File: src/rtl/neokeon_round_ctrl.sv
// neokeon_round_ctrl
//   Round sequencer for a NOEKEON-style block cipher datapath. After a start
//   request it issues a 1-cycle load, 16 rounds, a 1-cycle final transform and
//   a 1-cycle done pulse, and feeds the key register the round-constant
//   sequence (encrypt: doubling in GF(2^8), decrypt: the inverse walk).
//
//   Optional feature macro: NEOKEON_DECRYPT_EN
//     defined   -> inDecrypt is honoured and decrypt constants are generated
//     undefined -> encrypt only, inDecrypt ignored, outDecMode tied to 0
//
// Ports
//   inClk        system clock, rising edge
//   inRst        asynchronous active-high reset
//   inStart      start request, level sampled, accepted only in IDLE
//   inDecrypt    mode select sampled on start acceptance (1 = decrypt)
//   inKeyWr      request to write a new main key
//   outExtWr     key-register external write strobe (combinational, IDLE only)
//   outIntWr     key-register round-constant write strobe
//   outIntRC     round constant {24'h0, rc}
//   outLoadData  state register loads the input block
//   outRoundEn   datapath executes one full round
//   outFinal     datapath executes the final output transform
//   outRound     round index 0..16
//   outDecMode   latched mode
//   outBusy      high in every state except IDLE
//   outDone      one-cycle completion pulse
//   outKeyErr    one-cycle pulse: key write request dropped while busy
module neokeon_round_ctrl (
    input  logic        inClk,
    input  logic        inRst,
    input  logic        inStart,
    input  logic        inDecrypt,
    input  logic        inKeyWr,
    output logic        outExtWr,
    output logic        outIntWr,
    output logic [31:0] outIntRC,
    output logic        outLoadData,
    output logic        outRoundEn,
    output logic        outFinal,
    output logic [4:0]  outRound,
    output logic        outDecMode,
    output logic        outBusy,
    output logic        outDone,
    output logic        outKeyErr
);

    typedef enum logic [2:0] {IDLE, LOAD, ROUND, FINAL, DONE} state_t;

    state_t     state;
    logic [7:0] rc;
    logic       start_dec;

    function automatic logic [7:0] enc_step(input logic [7:0] r);
        return {r[6:0], 1'b0} ^ (r[7] ? 8'h1B : 8'h00);
    endfunction

`ifdef NEOKEON_DECRYPT_EN
    logic dec_mode;

    function automatic logic [7:0] dec_step(input logic [7:0] r);
        return {1'b0, r[7:1]} ^ (r[0] ? 8'h8D : 8'h00);
    endfunction

    function automatic logic [7:0] rc_step(input logic [7:0] r, input logic dec);
        return dec ? dec_step(r) : enc_step(r);
    endfunction

    assign start_dec  = inDecrypt;
    assign outDecMode = dec_mode;
`else
    logic unused_decrypt;

    function automatic logic [7:0] rc_step(input logic [7:0] r, input logic dec);
        return dec ? enc_step(r) : enc_step(r);
    endfunction

    assign unused_decrypt = inDecrypt;
    assign start_dec      = 1'b0;
    assign outDecMode     = 1'b0;
`endif

    // Key writes bypass the FSM so the key register sees them in the same
    // cycle; gated by reset so every strobe reads zero while reset is held.
    assign outExtWr = ~inRst & (state == IDLE) & inKeyWr;
    assign outIntRC = {24'h0, rc};

    always_ff @(posedge inClk or posedge inRst) begin
        if (inRst) begin
            state       <= IDLE;
            rc          <= 8'h80;
            outRound    <= '0;
            outIntWr    <= 1'b0;
            outLoadData <= 1'b0;
            outRoundEn  <= 1'b0;
            outFinal    <= 1'b0;
            outBusy     <= 1'b0;
            outDone     <= 1'b0;
            outKeyErr   <= 1'b0;
`ifdef NEOKEON_DECRYPT_EN
            dec_mode    <= 1'b0;
`endif
        end else begin
            outIntWr    <= 1'b0;
            outLoadData <= 1'b0;
            outRoundEn  <= 1'b0;
            outFinal    <= 1'b0;
            outDone     <= 1'b0;
            outKeyErr   <= outBusy & inKeyWr;
            case (state)
                IDLE: begin
                    if (inStart && !inKeyWr) begin
                        state       <= LOAD;
                        rc          <= start_dec ? 8'hD4 : 8'h80;
                        outRound    <= '0;
                        outLoadData <= 1'b1;
                        outIntWr    <= 1'b1;
                        outBusy     <= 1'b1;
`ifdef NEOKEON_DECRYPT_EN
                        dec_mode    <= start_dec;
`endif
                    end
                end
                LOAD: begin
                    state      <= ROUND;
                    rc         <= rc_step(rc, outDecMode);
                    outRoundEn <= 1'b1;
                    outIntWr   <= 1'b1;
                end
                ROUND: begin
                    if (outRound == 5'd15) begin
                        state    <= FINAL;
                        outRound <= 5'd16;
                        outFinal <= 1'b1;
                    end else begin
                        rc         <= rc_step(rc, outDecMode);
                        outRound   <= outRound + 5'd1;
                        outRoundEn <= 1'b1;
                        outIntWr   <= 1'b1;
                    end
                end
                FINAL: begin
                    state   <= DONE;
                    outDone <= 1'b1;
                end
                DONE: begin
                    state    <= IDLE;
                    outRound <= '0;
                    outBusy  <= 1'b0;
                end
                default: begin
                    state    <= IDLE;
                    outRound <= '0;
                    outBusy  <= 1'b0;
                end
            endcase
        end
    end

endmodule

File: config.mk
export PLATFORM = sky130hd
export DESIGN_NAME = neokeon_round_ctrl
export DESIGN_NICKNAME = d
export VERILOG_FILES = /design/src/rtl/neokeon_round_ctrl.sv
export SDC_FILE = /design/constraint.sdc
export NUM_CORES = 1
export LEC_CHECK = 0
export ABC_AREA = 1
export CORE_ASPECT_RATIO = 0.8
export CORE_MARGIN = 3
export CORE_UTILIZATION = 38
export DETAILED_ROUTE_END_ITERATION = 10
export GPL_TIMING_DRIVEN = 0
export PLACE_DENSITY = 0.74
export SLEW_MARGIN = 20
export SYNTH_ARGS = -nofsm -noshare
export SYNTH_HDL_FRONTEND = slang
export SYNTH_SLANG_ARGS = --single-unit
File: constraint.sdc
create_clock -name inClk -period 1.29 [get_ports inClk]
set_input_delay 0.129 -clock inClk [delete_from_list [all_inputs] [get_ports inClk]]
set_output_delay 0.129 -clock inClk [all_outputs]
set_load 0.1 [all_outputs]
==> load_flow_metrics.sql <==
INSERT INTO impl_metrics (metric_group, metric, value, unit) VALUES
('timing', 'fin_crit_sh', '1.166', ''),
('timing', 'report.final.setup_viol', '15', ''),
('placed_design', 'hpwlAfterDp', '1935', 'um'),
('timing', 'fmax', '664.7', 'MHz'),
('grt', 'grt_usage', '0.1408', ''),
('routing', 'drc', '0', ''),
('grt', 'first_global_vias', '932', ''),
('logic_synthesis', 'netlist_area', '1214', 'sq um'),
('setup_path', 'worst_r2r_endpoint', 'rc[1]$_DFFE_PP0P_', ''),
('grt', 'wire_length_of_the_first_global_routing_pass', '4340', 'um'),
('clocking', 'clkLatencyLatePin', '0.27', 'ns'),
('routing', 'drt_pre_antenna_iters', '4', ''),
('logic_synthesis', 'synth_compound_gate_area_share', '0.03505', ''),
('floorplan', 'number_of_rows_in_the_core_area', '17', ''),
('run_status', 'failed_checks', 'setup timing', ''),
('cells_and_area', 'total_area_of_multi_input_combinational_cells', '620.6', 'sq um'),
('routing', 'number_of_drc_markers_after_the_initial_detailed_route_iteration', '33', ''),
('timing', 'grt_setup_unrepaired', 'true', ''),
('cells_and_area', 'flow.area_growth_from_synthesis', '48.25', '%'),
('timing', 'finalCriticalPeriod', '1.504', 'ns'),
('setup_path', 'critPathMaxStageDelay', '0.50', 'ns'),
('placed_design', 'gpl.final_weighted_congestion', '0.7963', ''),
('min_path', 'hold_end', 'outKeyErr$_DFF_PP0_', ''),
('cells_and_area', 'drive_gt1_frac', '0.5101', ''),
('min_path', 'hold_start', 'inKeyWr', ''),
('min_path', 'hold-path-cell-count', '3', ''),
('floorplan', 'initial_utilization', '0.4196', ''),
('clocking', 'cts_root_buffer', 'sky130_fd_sc_hd__clkbuf_8', ''),
('logic_synthesis', 'synth-simple-area-share', '0.2443', ''),
('grt', 'antenna_found_initial', '0', ''),
('clocking', 'cts_num_sinks', '23', ''),
('logic_synthesis', 'synth_top_family_by_area', 'simple AND/OR/NAND/NOR gates', ''),
('placed_design', 'numPortBuffers', '24', ''),
('logic_synthesis', 'ys_seq_area_frac', '0.4753', ''),
('clocking', 'cts-root-to-sink-buffers', '2', ''),
('placed_design', 'numPlacedInstances', '224', ''),
('logic_synthesis', 'synth-seq-cells', '23', ''),
('cells_and_area', 'final-instance-count-excl-fill', '236', ''),
('routing', 'vias_per_cell', '4.284', ''),
('logic_synthesis', 'post_synth.cell_area_avg', '8.795', 'sq um'),
('logic_synthesis', 'synth.area.mux_share', '0', ''),
('timing', 'tightestPinTransition', '0.8373', 'ns'),
('timing', 'worst_slew_margin_rel', '0.4412', ''),
('clocking', 'clkTransAtPathRegs', '0.08', 'ns'),
('timing', 'fin_tns_setup', '-2.176', 'ns'),
('timing', 'slew_violations', '0', ''),
('timing', 'timing.final.ws_setup', '-0.2144', 'ns'),
('logic_synthesis', 'mapped_cells', '138', ''),
('setup_path', 'critical_path_class', 'flop to flop', ''),
('floorplan', 'dieArea', '3912', 'sq um'),
('clocking', 'cts_hold_buf', '0', ''),
('routing', 'route.vias.total', '1011', ''),
('setup_path', 'reg2regPathDepth', '7', ''),
('routing', 'routed_wire_length_per_instance', '11.84', 'um'),
('setup_path', 'worstReg2RegStart', 'outRound[0]$_DFFE_PP0P_', ''),
('grt', 'grt_max_degree', '24', ''),
('setup_path', 'worst_ep_required_time', '1.45', 'ns'),
('setup_path', 'worstPathArrival', '1.66', 'ns'),
('run_status', 'status', 'complete, but fails checks', ''),
('setup_path', 'crit_path_max_fanout', '8', ''),
('floorplan', 'die_height', '56.55', 'um'),
('placed_design', 'dpl-instance-area', '1662', 'sq um'),
('floorplan', 'die_x', '69.19', 'um'),
('logic_synthesis', 'yosys_warnings', '0', ''),
('timing', 'timing_hold_violations_final', '0', ''),
('cells_and_area', 'final_cell_area', '1799', 'sq um'),
('clocking', 'cts-buffers-inserted', '3', ''),
('floorplan', 'placeableCoreArea', '2893', 'sq um'),
('grt', 'globalRouteOverflowTotal', '0', ''),
('logic_synthesis', 'synth_cell_type_count', '25', ''),
('job', 'maxCapViolations', '0', '');
[critical path, delay by kind of cell (launching register included)]
| family | cells | cell delay (ns) |
|---|---|---|
| and+or+nand+nor | 5 | 0.56 |
| DFF | 1 | 0.50 |
| adders and majority gates | 2 | 0.34 |
[Yosys cell counts]
cell type | instances | area share
sky130_fd_sc_hd__ha_1 | 2 | 0.021
sky130_fd_sc_hd__nand3_4 | 1 | 0.014
sky130_fd_sc_hd__conb_1 | 1 | 0.0031
sky130_fd_sc_hd__a21oi_1 | 2 | 0.0082
sky130_fd_sc_hd__nor2_2 | 2 | 0.010
sky130_fd_sc_hd__o21ai_0 | 3 | 0.012
sky130_fd_sc_hd__nor2_4 | 1 | 0.0093
sky130_fd_sc_hd__clkbuf_2 | 1 | 0.0041
sky130_fd_sc_hd__xnor2_1 | 2 | 0.014
sky130_fd_sc_hd__xor2_1 | 2 | 0.014
sky130_fd_sc_hd__nand2_2 | 2 | 0.010
sky130_fd_sc_hd__buf_4 | 25 | 0.15
sky130_fd_sc_hd__o21ai_2 | 1 | 0.0072
sky130_fd_sc_hd__nand3_2 | 2 | 0.016
sky130_fd_sc_hd__dfstp_2 | 1 | 0.022
sky130_fd_sc_hd__and3_1 | 1 | 0.0052
sky130_fd_sc_hd__nand3_1 | 5 | 0.021
sky130_fd_sc_hd__nor3_1 | 1 | 0.0041
sky130_fd_sc_hd__inv_2 | 1 | 0.0031
sky130_fd_sc_hd__inv_1 | 10 | 0.031
sky130_fd_sc_hd__nor2_1 | 4 | 0.012
sky130_fd_sc_hd__nand4_1 | 1 | 0.0052
sky130_fd_sc_hd__nand2_1 | 44 | 0.14
sky130_fd_sc_hd__dfrtp_1 | 22 | 0.45
sky130_fd_sc_hd__a21oi_2 | 1 | 0.0072
[flip-flops by register name, indices dropped and copies added (netlist names)]
signal,flops
outIntWr,1
outRoundEn,1
outKeyErr,1
outBusy,1
outRound,5
rc,8
outFinal,1
outLoadData,1
state,3
outDone,1
[timing repair]
action | in CTS | in global routing
setup buffers | 5 | 3
pin swaps | 5 | 10
resized for setup | 117 | 23
endpoints found under the setup margin | 36 | 27
[how the worst max path moves through the flow]
stage | from | to | slack [ns] | cells past startpoint
final | outRound[0]$_DFFE_PP0P_ | rc[1]$_DFFE_PP0P_ | -0.21 | 7
after global routing | outRound[0]$_DFFE_PP0P_ | rc[1]$_DFFE_PP0P_ | -0.25 | 7
after CTS | state[0]$_DFFE_PP0P_ | outExtWr | -0.21 | 4
after detailed placement | inKeyWr | outExtWr | -0.87 | 4
after global placement | inKeyWr | outExtWr | -0.83 | 4
after floorplan | outRound[1]$_DFFE_PP0P_ | rc[2]$_DFFE_PP0P_ | -0.31 | 7
[layout by cell type (no fill, tap or decap), types with 2 or more instances in the layout]
cell type,synthesis,final
sky130_fd_sc_hd__a21oi_1,2,2
sky130_fd_sc_hd__buf_2,0,11
sky130_fd_sc_hd__buf_4,25,32
sky130_fd_sc_hd__buf_6,0,4
sky130_fd_sc_hd__clkbuf_4,0,3
sky130_fd_sc_hd__clkbuf_8,0,3
sky130_fd_sc_hd__clkdlybuf4s18_2,0,3
sky130_fd_sc_hd__clkdlybuf4s50_1,0,3
sky130_fd_sc_hd__conb_1,1,25
sky130_fd_sc_hd__dfrtp_1,22,15
sky130_fd_sc_hd__dfrtp_2,0,5
sky130_fd_sc_hd__dfrtp_4,0,2
sky130_fd_sc_hd__ha_4,0,2
sky130_fd_sc_hd__inv_1,10,9
sky130_fd_sc_hd__nand2_1,44,31
sky130_fd_sc_hd__nand2_2,2,12
sky130_fd_sc_hd__nand2_4,0,3
sky130_fd_sc_hd__nand3_1,5,3
sky130_fd_sc_hd__nand3_2,2,4
sky130_fd_sc_hd__nor2_1,4,3
sky130_fd_sc_hd__nor2_4,1,4
sky130_fd_sc_hd__o21ai_1,0,2
sky130_fd_sc_hd__o21ai_2,1,2
sky130_fd_sc_hd__xnor2_1,2,2
[cell families after synthesis]
family	Yosys count
simple gates	64
buf+inv	37
flops	23
compound gates	7
xor+xnor	4
fa+ha+maj	2
other cells	1
[routing by layer]
layer,vias to the layer above,part of all wire,track usage,routed length (um)
li1,495,-,-,-
met1,466,0.38,0.1453,1057
met2,40,0.52,0.2636,1467
met3,10,0.065,0.03936,182
met4,0,0.031,0.06407,87
met5,-,0,0,0
[per-stage QoR]
step / util / hold slack, ns / setup WS, ns
2_1_floorplan: - / 0.1300 / -0.3051
3_3_place_gp: 0.5744 / 0.4836 / -0.8347
3_5_place_dp: 0.5744 / 0.4864 / -0.8723
4_1_cts: 0.6051 / 0.4309 / -0.2071
5_1_grt: 0.6220 / 0.4620 / -0.2528
6_report: 0.6220 / 0.4310 / -0.2144
[area by class of cell]
cell class                      count  area share
Buffer                             26      0.1071
Clock buffer                        3     0.02295
Clock inverter                      1    0.002782
Inverter                           11     0.02573
Multi-Input combinational cell    102      0.3449
Sequential cell                    23      0.3282
Tap cell                           38     0.02643
Timing Repair Buffer               32      0.1419
Power is not shown: default switching activity piles up to over one toggle a cycle in this logic, so the estimate is an artifact.
